File: src/rtl/spi_pkg.sv
// Shared types and constants for the SPI slave endpoint.
// SPI modes are encoded as {cpol, cpha}.
package spi_pkg;

  typedef enum logic {
    IDLE   = 1'b0,
    ACTIVE = 1'b1
  } spi_state_t;

  localparam int DATA_W_DEF = 8;

  localparam logic [1:0] SPI_MODE0 = 2'b00;
  localparam logic [1:0] SPI_MODE1 = 2'b01;
  localparam logic [1:0] SPI_MODE2 = 2'b10;
  localparam logic [1:0] SPI_MODE3 = 2'b11;

  // True when the mode samples MOSI on the leading SCLK edge.
  function automatic logic samples_on_leading(input logic [1:0] mode);
    return (mode == SPI_MODE0) || (mode == SPI_MODE2);
  endfunction

endpackage

File: src/rtl/spi_slave_core_if.sv
// Host-side byte interface of the SPI slave: transmit holding-buffer load and
// receive/status strobes, all in the system clock domain.
interface spi_slave_core_if
  import spi_pkg::*;
#(
  parameter int DATA_W = DATA_W_DEF
);
  logic [DATA_W-1:0] tx_data;
  logic              tx_load;
  logic              tx_taken;
  logic [DATA_W-1:0] rx_data;
  logic              rx_valid;
  logic              frame_err;

  modport slave (
    input  tx_data, tx_load,
    output tx_taken, rx_data, rx_valid, frame_err
  );

  modport master (
    output tx_data, tx_load,
    input  tx_taken, rx_data, rx_valid, frame_err
  );
endinterface

File: src/rtl/spi_in_sync.sv
// Multi-stage synchronizer for an asynchronous pin, plus a one-register edge
// detector producing single-cycle rise/fall pulses. SYNC_STAGES must be >= 2.
module spi_in_sync #(
  parameter int   SYNC_STAGES = 2,
  parameter logic RST_VAL     = 1'b0
) (
  input  logic clk,
  input  logic reset,
  input  logic din,
  output logic level,
  output logic rise,
  output logic fall
);

  logic [SYNC_STAGES-1:0] sync_q, sync_d;
  logic                   prev_q, prev_d;

  always_comb begin
    sync_d = {sync_q[SYNC_STAGES-2:0], din};
    prev_d = sync_q[SYNC_STAGES-1];
  end

  always_ff @(posedge clk or negedge reset) begin
    if (!reset) begin
      sync_q <= {SYNC_STAGES{RST_VAL}};
      prev_q <= RST_VAL;
    end else begin
      sync_q <= sync_d;
      prev_q <= prev_d;
    end
  end

  assign level = sync_q[SYNC_STAGES-1];
  assign rise  = level & ~prev_q;
  assign fall  = ~level & prev_q;

endmodule

File: src/rtl/spi_slave_core.sv
// SPI slave endpoint, all four CPOL/CPHA modes, oversampling SCLK/SS/MOSI on
// the system clock; MSB-first in both directions, multi-byte frames supported.
module spi_slave_core
  import spi_pkg::*;
#(
  parameter int DATA_W      = DATA_W_DEF,
  parameter int SYNC_STAGES = 2
) (
  input  logic             clk,
  input  logic             reset,
  input  logic             cpol,
  input  logic             cpha,
  input  logic             SCLK,
  input  logic             SS,
  input  logic             MOSI,
  output logic             MISO,
  output logic             miso_oe,
  spi_slave_core_if.slave  host
);

  localparam int                CNT_W = $clog2(DATA_W);
  localparam logic [CNT_W-1:0]  LAST  = CNT_W'(DATA_W - 1);

  logic sclk_lvl_unused, sclk_rise, sclk_fall;
  logic ss_lvl, ss_rise, ss_fall;
  logic mosi_lvl, mosi_rise_unused, mosi_fall_unused;

  spi_in_sync #(.SYNC_STAGES(SYNC_STAGES), .RST_VAL(1'b0)) u_sclk_sync (
    .clk(clk), .reset(reset), .din(SCLK),
    .level(sclk_lvl_unused), .rise(sclk_rise), .fall(sclk_fall)
  );

  spi_in_sync #(.SYNC_STAGES(SYNC_STAGES), .RST_VAL(1'b1)) u_ss_sync (
    .clk(clk), .reset(reset), .din(SS),
    .level(ss_lvl), .rise(ss_rise), .fall(ss_fall)
  );

  spi_in_sync #(.SYNC_STAGES(SYNC_STAGES), .RST_VAL(1'b0)) u_mosi_sync (
    .clk(clk), .reset(reset), .din(MOSI),
    .level(mosi_lvl), .rise(mosi_rise_unused), .fall(mosi_fall_unused)
  );

  logic smp_on_lead, lead_edge, trail_edge, smp_edge, sft_edge;

  assign smp_on_lead = samples_on_leading({cpol, cpha});
  assign lead_edge   = cpol ? sclk_fall : sclk_rise;
  assign trail_edge  = cpol ? sclk_rise : sclk_fall;
  assign smp_edge    = smp_on_lead ? lead_edge : trail_edge;
  assign sft_edge    = smp_on_lead ? trail_edge : lead_edge;

  spi_state_t        state_q, state_d;
  logic [CNT_W-1:0]  cnt_q, cnt_d;
  logic [DATA_W-1:0] shift_tx_q, shift_tx_d;
  logic [DATA_W-1:0] shift_rx_q, shift_rx_d;
  logic [DATA_W-1:0] tx_buf_q, tx_buf_d;
  logic [DATA_W-1:0] rx_data_q, rx_data_d;
  logic              rx_valid_q, rx_valid_d;
  logic              tx_taken_q, tx_taken_d;
  logic              frame_err_q, frame_err_d;
  logic              miso_q, miso_d;
  logic              reload_q, reload_d;
  logic              pend_q, pend_d;
  logic              hold_q, hold_d;
  logic [DATA_W-1:0] load_val, rx_next;

  // reload: byte finished, next shift edge copies tx_buf into the shifter.
  // pend: that copy is only reported once the new byte's first sample arrives,
  // so a reload at the tail of the last byte of a frame is never announced.
  // hold: the first leading edge in cpha=1 drives the MSB without shifting.
  always_comb begin
    state_d     = state_q;
    cnt_d       = cnt_q;
    shift_tx_d  = shift_tx_q;
    shift_rx_d  = shift_rx_q;
    tx_buf_d    = tx_buf_q;
    rx_data_d   = rx_data_q;
    miso_d      = miso_q;
    reload_d    = reload_q;
    pend_d      = pend_q;
    hold_d      = hold_q;
    rx_valid_d  = 1'b0;
    tx_taken_d  = 1'b0;
    frame_err_d = 1'b0;
    load_val    = host.tx_load ? host.tx_data : tx_buf_q;
    rx_next     = {shift_rx_q[DATA_W-2:0], mosi_lvl};

    if (host.tx_load) begin
      tx_buf_d = host.tx_data;
    end

    case (state_q)
      IDLE: begin
        if (ss_fall) begin
          state_d    = ACTIVE;
          cnt_d      = '0;
          shift_tx_d = load_val;
          miso_d     = load_val[DATA_W-1];
          tx_taken_d = 1'b1;
          reload_d   = 1'b0;
          pend_d     = 1'b0;
          hold_d     = ~smp_on_lead;
        end
      end
      ACTIVE: begin
        if (ss_rise) begin
          state_d     = IDLE;
          cnt_d       = '0;
          frame_err_d = (cnt_q != '0);
          reload_d    = 1'b0;
          pend_d      = 1'b0;
          hold_d      = 1'b0;
        end else if (smp_edge) begin
          shift_rx_d = rx_next;
          if (pend_q) begin
            tx_taken_d = 1'b1;
            pend_d     = 1'b0;
          end
          if (cnt_q == LAST) begin
            cnt_d      = '0;
            rx_data_d  = rx_next;
            rx_valid_d = 1'b1;
            reload_d   = 1'b1;
          end else begin
            cnt_d = cnt_q + 1'b1;
          end
        end else if (sft_edge) begin
          if (reload_q) begin
            shift_tx_d = tx_buf_q;
            miso_d     = tx_buf_q[DATA_W-1];
            reload_d   = 1'b0;
            pend_d     = 1'b1;
          end else if (hold_q) begin
            miso_d = shift_tx_q[DATA_W-1];
            hold_d = 1'b0;
          end else begin
            shift_tx_d = {shift_tx_q[DATA_W-2:0], 1'b0};
            miso_d     = shift_tx_q[DATA_W-2];
          end
        end
      end
      default: state_d = IDLE;
    endcase
  end

  always_ff @(posedge clk or negedge reset) begin
    if (!reset) begin
      state_q     <= IDLE;
      cnt_q       <= '0;
      shift_tx_q  <= '0;
      shift_rx_q  <= '0;
      tx_buf_q    <= '0;
      rx_data_q   <= '0;
      rx_valid_q  <= 1'b0;
      tx_taken_q  <= 1'b0;
      frame_err_q <= 1'b0;
      miso_q      <= 1'b0;
      reload_q    <= 1'b0;
      pend_q      <= 1'b0;
      hold_q      <= 1'b0;
    end else begin
      state_q     <= state_d;
      cnt_q       <= cnt_d;
      shift_tx_q  <= shift_tx_d;
      shift_rx_q  <= shift_rx_d;
      tx_buf_q    <= tx_buf_d;
      rx_data_q   <= rx_data_d;
      rx_valid_q  <= rx_valid_d;
      tx_taken_q  <= tx_taken_d;
      frame_err_q <= frame_err_d;
      miso_q      <= miso_d;
      reload_q    <= reload_d;
      pend_q      <= pend_d;
      hold_q      <= hold_d;
    end
  end

  assign MISO           = miso_q;
  assign miso_oe        = ~ss_lvl;
  assign host.tx_taken  = tx_taken_q;
  assign host.rx_data   = rx_data_q;
  assign host.rx_valid  = rx_valid_q;
  assign host.frame_err = frame_err_q;

endmodule

File: src/flat_wrapper.sv
// flat-port wrapper written by rule: the top's interface ports become plain ports
module spi_slave_core_flat import spi_pkg::*;
#(
  parameter int DATA_W      = DATA_W_DEF,
  parameter int SYNC_STAGES = 2
)
  (clk, reset, cpol, cpha, SCLK, SS, MOSI, MISO, miso_oe, host_tx_data, host_tx_load, host_tx_taken, host_rx_data, host_rx_valid, host_frame_err);
  spi_slave_core_if #(.DATA_W(DATA_W)) host_i ();
  input  logic clk;
  input  logic reset;
  input  logic cpol;
  input  logic cpha;
  input  logic SCLK;
  input  logic SS;
  input  logic MOSI;
  output logic MISO;
  output logic miso_oe;
  input wire logic [$bits(host_i.tx_data)-1:0] host_tx_data;
  input wire logic [$bits(host_i.tx_load)-1:0] host_tx_load;
  output wire logic [$bits(host_i.tx_taken)-1:0] host_tx_taken;
  output wire logic [$bits(host_i.rx_data)-1:0] host_rx_data;
  output wire logic [$bits(host_i.rx_valid)-1:0] host_rx_valid;
  output wire logic [$bits(host_i.frame_err)-1:0] host_frame_err;
  assign host_i.tx_data = host_tx_data;
  assign host_i.tx_load = host_tx_load;
  assign host_tx_taken = host_i.tx_taken;
  assign host_rx_data = host_i.rx_data;
  assign host_rx_valid = host_i.rx_valid;
  assign host_frame_err = host_i.frame_err;
  spi_slave_core #(.DATA_W(DATA_W), .SYNC_STAGES(SYNC_STAGES)) u_core (.clk(clk), .reset(reset), .cpol(cpol), .cpha(cpha), .SCLK(SCLK), .SS(SS), .MOSI(MOSI), .MISO(MISO), .miso_oe(miso_oe), .host(host_i));
endmodule
File: config.mk
export PLATFORM = sky130hd
export DESIGN_NAME = spi_slave_core_flat
export DESIGN_NICKNAME = d
export VERILOG_FILES = /design/src/rtl/spi_pkg.sv /design/src/rtl/spi_slave_core_if.sv /design/src/rtl/spi_in_sync.sv /design/src/rtl/spi_slave_core.sv /design/src/flat_wrapper.sv
export SDC_FILE = /design/constraint.sdc
export NUM_CORES = 1
export LEC_CHECK = 0
export ABC_AREA = 1
export CAP_MARGIN = 20
export CORE_UTILIZATION = 45
export DETAILED_ROUTE_END_ITERATION = 12
export PLACE_DENSITY = 0.72
export SETUP_SLACK_MARGIN = 0.4
export SLEW_MARGIN = 20
export SYNTH_ARGS = -nofsm -noshare
export SYNTH_HDL_FRONTEND = slang
export SYNTH_HIERARCHICAL = 1
export SYNTH_SLANG_ARGS = --single-unit
File: constraint.sdc
create_clock -name clk -period 4.3 [get_ports clk]
set_clock_uncertainty 0.2 [all_clocks]
set_input_delay 0.645 -clock clk [delete_from_list [all_inputs] [get_ports clk]]
set_output_delay 0.645 -clock clk [all_outputs]
set_load 0.05 [all_outputs]
# Word level (Yosys, flattened, before mapping)
# Index checks and enable logic that the tools add are counted.
# Widths: inputs -> output; s select.
[op_classes]
bitwise = 11
reduce_logical = 11
mux = 54
addsub = 1
n_eq_ne = 14
[ops]
columns = ["cell", "n"]
rows = [
  ["$mux 8", 7],
  ["$mux 1", 35],
  ["$pmux 8 s2", 1],
  ["$mux 3", 4],
  ["$pmux 1 s2", 6],
  ["$reduce_and 4->1", 3],
  ["$reduce_and 3->1", 3],
  ["$not 1->1", 7],
  ["$ne 3x1->1 const B", 2],
  ["$ne 3x2->1 const B", 2],
  ["$pmux 3 s2", 1],
  ["$reduce_and 5->1", 1],
  ["$and 1x1->1", 4],
  ["$ne 2x1->1 const B", 2],
  ["$ne 2x2->1 const B", 2],
  ["$ne 4x1->1 const B", 1],
  ["$ne 4x2->1 const B", 1],
  ["$ne 4x3->1 const B", 1],
  ["$add 3x1->3 const B", 1],
  ["$eq 3x3->1 const B", 1],
  ["$ne 3x3->1 const B", 1],
  ["$reduce_bool 3->1", 1],
  ["$eq 2x2->1 const B", 1],
  ["$logic_not 2->1", 1],
  ["2 further kinds", 2],
]
[totals]
out_inout_bits = 13
reg_bits = 50

# Logic depth before layout (Yosys ltp)
[logic_depth]
word_depth = 8
mapped_depth = 11

# Cells and area by module
# The synthesis kept the hierarchy.
[by_module_without_submodules]
columns = ["module", "cells_each", "seq_area_each_um2", "instances", "area_per_inst_um2"]
rows = [
  ["spi_slave_core", 243, 1051.0, 1, 2039.5],
  ["spi_in_sync at u_core.u_mosi_sync ...", 7, 75.1, 2, 90.1],
  ["spi_in_sync at u_core.u_ss_sync", 7, 78.8, 1, 93.8],
]

# Worst setup path after synthesis
# OpenSTA, ideal clock, no wires.
[synth_path]
path_type = "flip-flop to flip-flop"
start = "reg u_core.u_ss_sync.sync_q[1]"
end = "reg u_core.rx_data_q[2], in the netlist u_core/host.rx_data[2]"
n_path_buf = 1
arrival_time_ns = 1.470
stages_incl_launch_ff = 10
synth_period_minus_slack_ns = 1.736
path_slack_ns = 2.564
cell_sequence = "dfstp_2 inv_1 nor2_1 nor2_8 nand3_4 inv_4 nand2_4 buf_6 nand2_1 nand2_1"
[synth_via]
elab_chain_len = 3
[synth_lines]
columns = ["item", "line_no", "rtl"]
rows = [
  ["from (decl)", "spi_in_sync.sv:15", "logic [SYNC_STAGES-1:0] sync_q, sync_d;"],
  ["from (signal assigned)", "spi_in_sync.sv:25", "sync_q <= {SYNC_STAGES{RST_VAL}};"],
  ["from (signal assigned)", "spi_in_sync.sv:28", "sync_q <= sync_d;"],
  ["$and 1x1->1", "spi_in_sync.sv:34", "assign rise = level & ~prev_q;"],
  ["net u_core.ss_rise", "spi_slave_core.sv:25", "logic ss_lvl, ss_rise, ss_fall;"],
  ["$not 1->1 (no source line)", "-", ""],
  ["$reduce_and 4->1 (no source line)", "-", ""],
  ["to (signal assigned)", "spi_slave_core.sv:166", "rx_data_q <= rx_data_d;"],
  ["to (decl)", "spi_slave_core.sv:56", "logic [DATA_W-1:0] rx_data_q, rx_data_d;"],
]
# The timed path passes the listed nets, and every way through them passes these cells.
# A chain may end at the register's enable or synchronous reset.

# Worst setup path after layout
[layout_path]
start = "reg u_core.u_ss_sync.sync_q[1]"
end = "out miso_oe"
[layout_via]
elab_chain_len = 1
[layout_lines]
columns = ["item", "line_no", "rtl"]
rows = [
  ["$not 1->1", "spi_slave_core.sv:178", "assign miso_oe = ~ss_lvl;"],
  ["to (decl)", "flat_wrapper.sv:17", "output logic miso_oe;"],
]
# Every way passes these cells.

==> impl_metrics.env <==
export IMPL_final_setup_tns_ns=0
export IMPL_worstSetupPathType="reg -> out"
export IMPL_cts_sinks=50
export IMPL_period_share_pct=56.6
export IMPL_die_height_um=73.1
export IMPL_first_pass_iters=4
export IMPL_ir_worst_vdd_v=0.000234
export IMPL_slew_viol_final=0
export IMPL_critPathRequiredTime_ns=3.45
export IMPL_grt_use_total_pct=17.4
export IMPL_setup_violations=0
export IMPL_syn_to_final_growth_pct=19.6
export IMPL_cap_viol_max_count=0
export IMPL_cts_max_level=2
export IMPL_fin_nets=309
export IMPL_ant_nets=0
export IMPL_cts_made_buffers=5
export IMPL_crit_path_end_kind="output pin"
export IMPL_final_layout_size_suffix_gt1_share_pct=11.0
export IMPL_core_um2=4790
export IMPL_antenna_found_initial=0
export IMPL_postCtsSetupBuffers=0
export IMPL_rrSetupSlack_ns=2.26
export IMPL_dp_hpwl_um=2860
export IMPL_clock_root_buffer="clkbuf_8"
export IMPL_synthCells=259
export IMPL_power_uw=1220
export IMPL_clock_latency_ns=0.30
export IMPL_grt_first_pass_wirelength_um=7160
export IMPL_cts_path_max_buffers=2
export IMPL_viasPerCell=4.78
export IMPL_rsz0062_at_grt="no"
export IMPL_drtIter0Drc=94
export IMPL_grt_overflow=0
export IMPL_die_w_um=73.1
export IMPL_rows=25
export IMPL_maxSlewHeadroom_pct=59.2
export IMPL_grt_max_degree=51
export IMPL_die_area_um2=5340
export IMPL_cts_tree="yes"
export IMPL_grt_pass1_vias=1647
export IMPL_clk_pin_slew_ns=0.09
export IMPL_hold_buffers=0
export IMPL_startpoint_type="flip-flop"
export IMPL_min_path_type="reg -> reg"
export IMPL_routabilityCongestion=0.818
export IMPL_io_pins=29
export IMPL_crit_arrival_ns=1.59
export IMPL_fmax_mhz=411
export IMPL_wl_um=4080
export IMPL_routedWlPerCell_um=11.4
export IMPL_route_vias_total=1710
export IMPL_p_per_area_nw_per_um2=449
export IMPL_period_needed_ns=2.43
export IMPL_syn_nets=278
export IMPL_hold_violations=0
export IMPL_diodes=0
export IMPL_status="finished, final reports clean"
export IMPL_syn_area_um2=2270
export IMPL_cp_max_fo=4
export IMPL_post_cts_resized=0
export IMPL_leakage_uw=0.00138
export IMPL_yosysWarnings=6
export IMPL_synth_avg_cell_area_um2=8.78
export IMPL_start_util_pct=47.5
export IMPL_worstMarginPinSlew_ns=0.612
export IMPL_io_buffers=28
export IMPL_n_fill_cell=439
export IMPL_drc=0
stage by stage:
| stage | std cells | cell area [um^2] | hold WS, ns | util, % | setup slack [ns] |
|---|---|---|---|---|---|
| 2_1_floorplan | 259 | 2270 | 0.131 | - | 2.56 |
| 3_3_place_gp | 350 | 2610 | 0.134 | 54.5 | 1.88 |
| 3_5_place_dp | 350 | 2610 | 0.137 | 54.5 | 1.84 |
| 4_1_cts | 358 | 2720 | 0.159 | 56.8 | 1.85 |
| 5_1_grt | 358 | 2720 | 0.166 | 56.8 | 1.81 |
| 6_report | 358 | 2720 | 0.156 | 56.8 | 1.87 |
worst paths after layout:
path	start	to	cells after the start
max in group asynchronous	reset	u_core/tx_buf_q[7]$_DFF_PN0_	2
setup reg to reg	u_core/u_ss_sync/sync_q[1]$_DFF_PN1_	u_core/host.rx_data[7]$_DFFE_PN0P_	9
hold reg to reg	u_core/u_sclk_sync/sync_q[0]$_DFF_PN0_	u_core/u_sclk_sync/sync_q[1]$_DFF_PN0_	0
setup / recovery	u_core/u_ss_sync/sync_q[1]$_DFF_PN1_	miso_oe	2
hold / removal	u_core/u_sclk_sync/sync_q[0]$_DFF_PN0_	u_core/u_sclk_sync/sync_q[1]$_DFF_PN0_	0
min in group asynchronous	reset	u_core/MISO$_DFFE_PN0P_	2
cells in the final DEF (no fill, tap or decap), types with 2 or more instances in the layout:
cell             instances
inv_1                   33
nand2_2                  3
nor3_1                   2
nand2_4                  2
nand4_1                  2
clkdlybuf4s50_1         27
clkbuf_8                 5
ha_1                     3
nor2_1                   7
o21ai_0                 20
o211ai_1                 7
o21ai_2                  6
dfstp_2                  3
inv_4                    2
dfrtp_1                 47
nand2_1                 89
nand3_1                 21
power breakdown:
part	switching, uW	leakage [uW]	internal (uW)	total [uW]
sequential	49.7	0.000641	558	608
combinational	183	0.000677	101	284
clock	156	0.0000585	174	330
registers in the layout, indices dropped and copies added, names as in the netlist, 2 cells and up:
name / count
u_core/tx_buf_q: 8
u_core/u_ss_sync/sync_q: 2
u_core/shift_rx_q: 7
u_core/shift_tx_q: 8
u_core/cnt_q: 3
u_core/host.rx_data: 8
u_core/u_mosi_sync/sync_q: 2
u_core/u_sclk_sync/sync_q: 2
metal layers:
metal	track usage, %	vias to the layer above	routed length [um]
li1	-	881	-
met1	23.1	792	1980
met2	28.4	31	1880
met3	3.45	6	151
met4	6.54	0	55
met5	0	-	0
worst max-delay path, cell delays in order (launching register included):
cell	delay (ns)
dfstp_2	0.56
inv_1	0.04
clkdlybuf4s50_1	0.69
final cells by class:
cell class                      count  area (um^2)  area share (%)
Tap cell                           67         83.8            3.08
Inverter                           36          140            5.15
Timing Repair Buffer               29          283            10.4
Clock inverter                      3         43.8            1.61
Multi-Input combinational cell    168          846            31.1
Sequential cell                    50         1250            46.1
Clock buffer                        5         68.8            2.53
No activity file was read; power rests on OpenSTA's default activity.
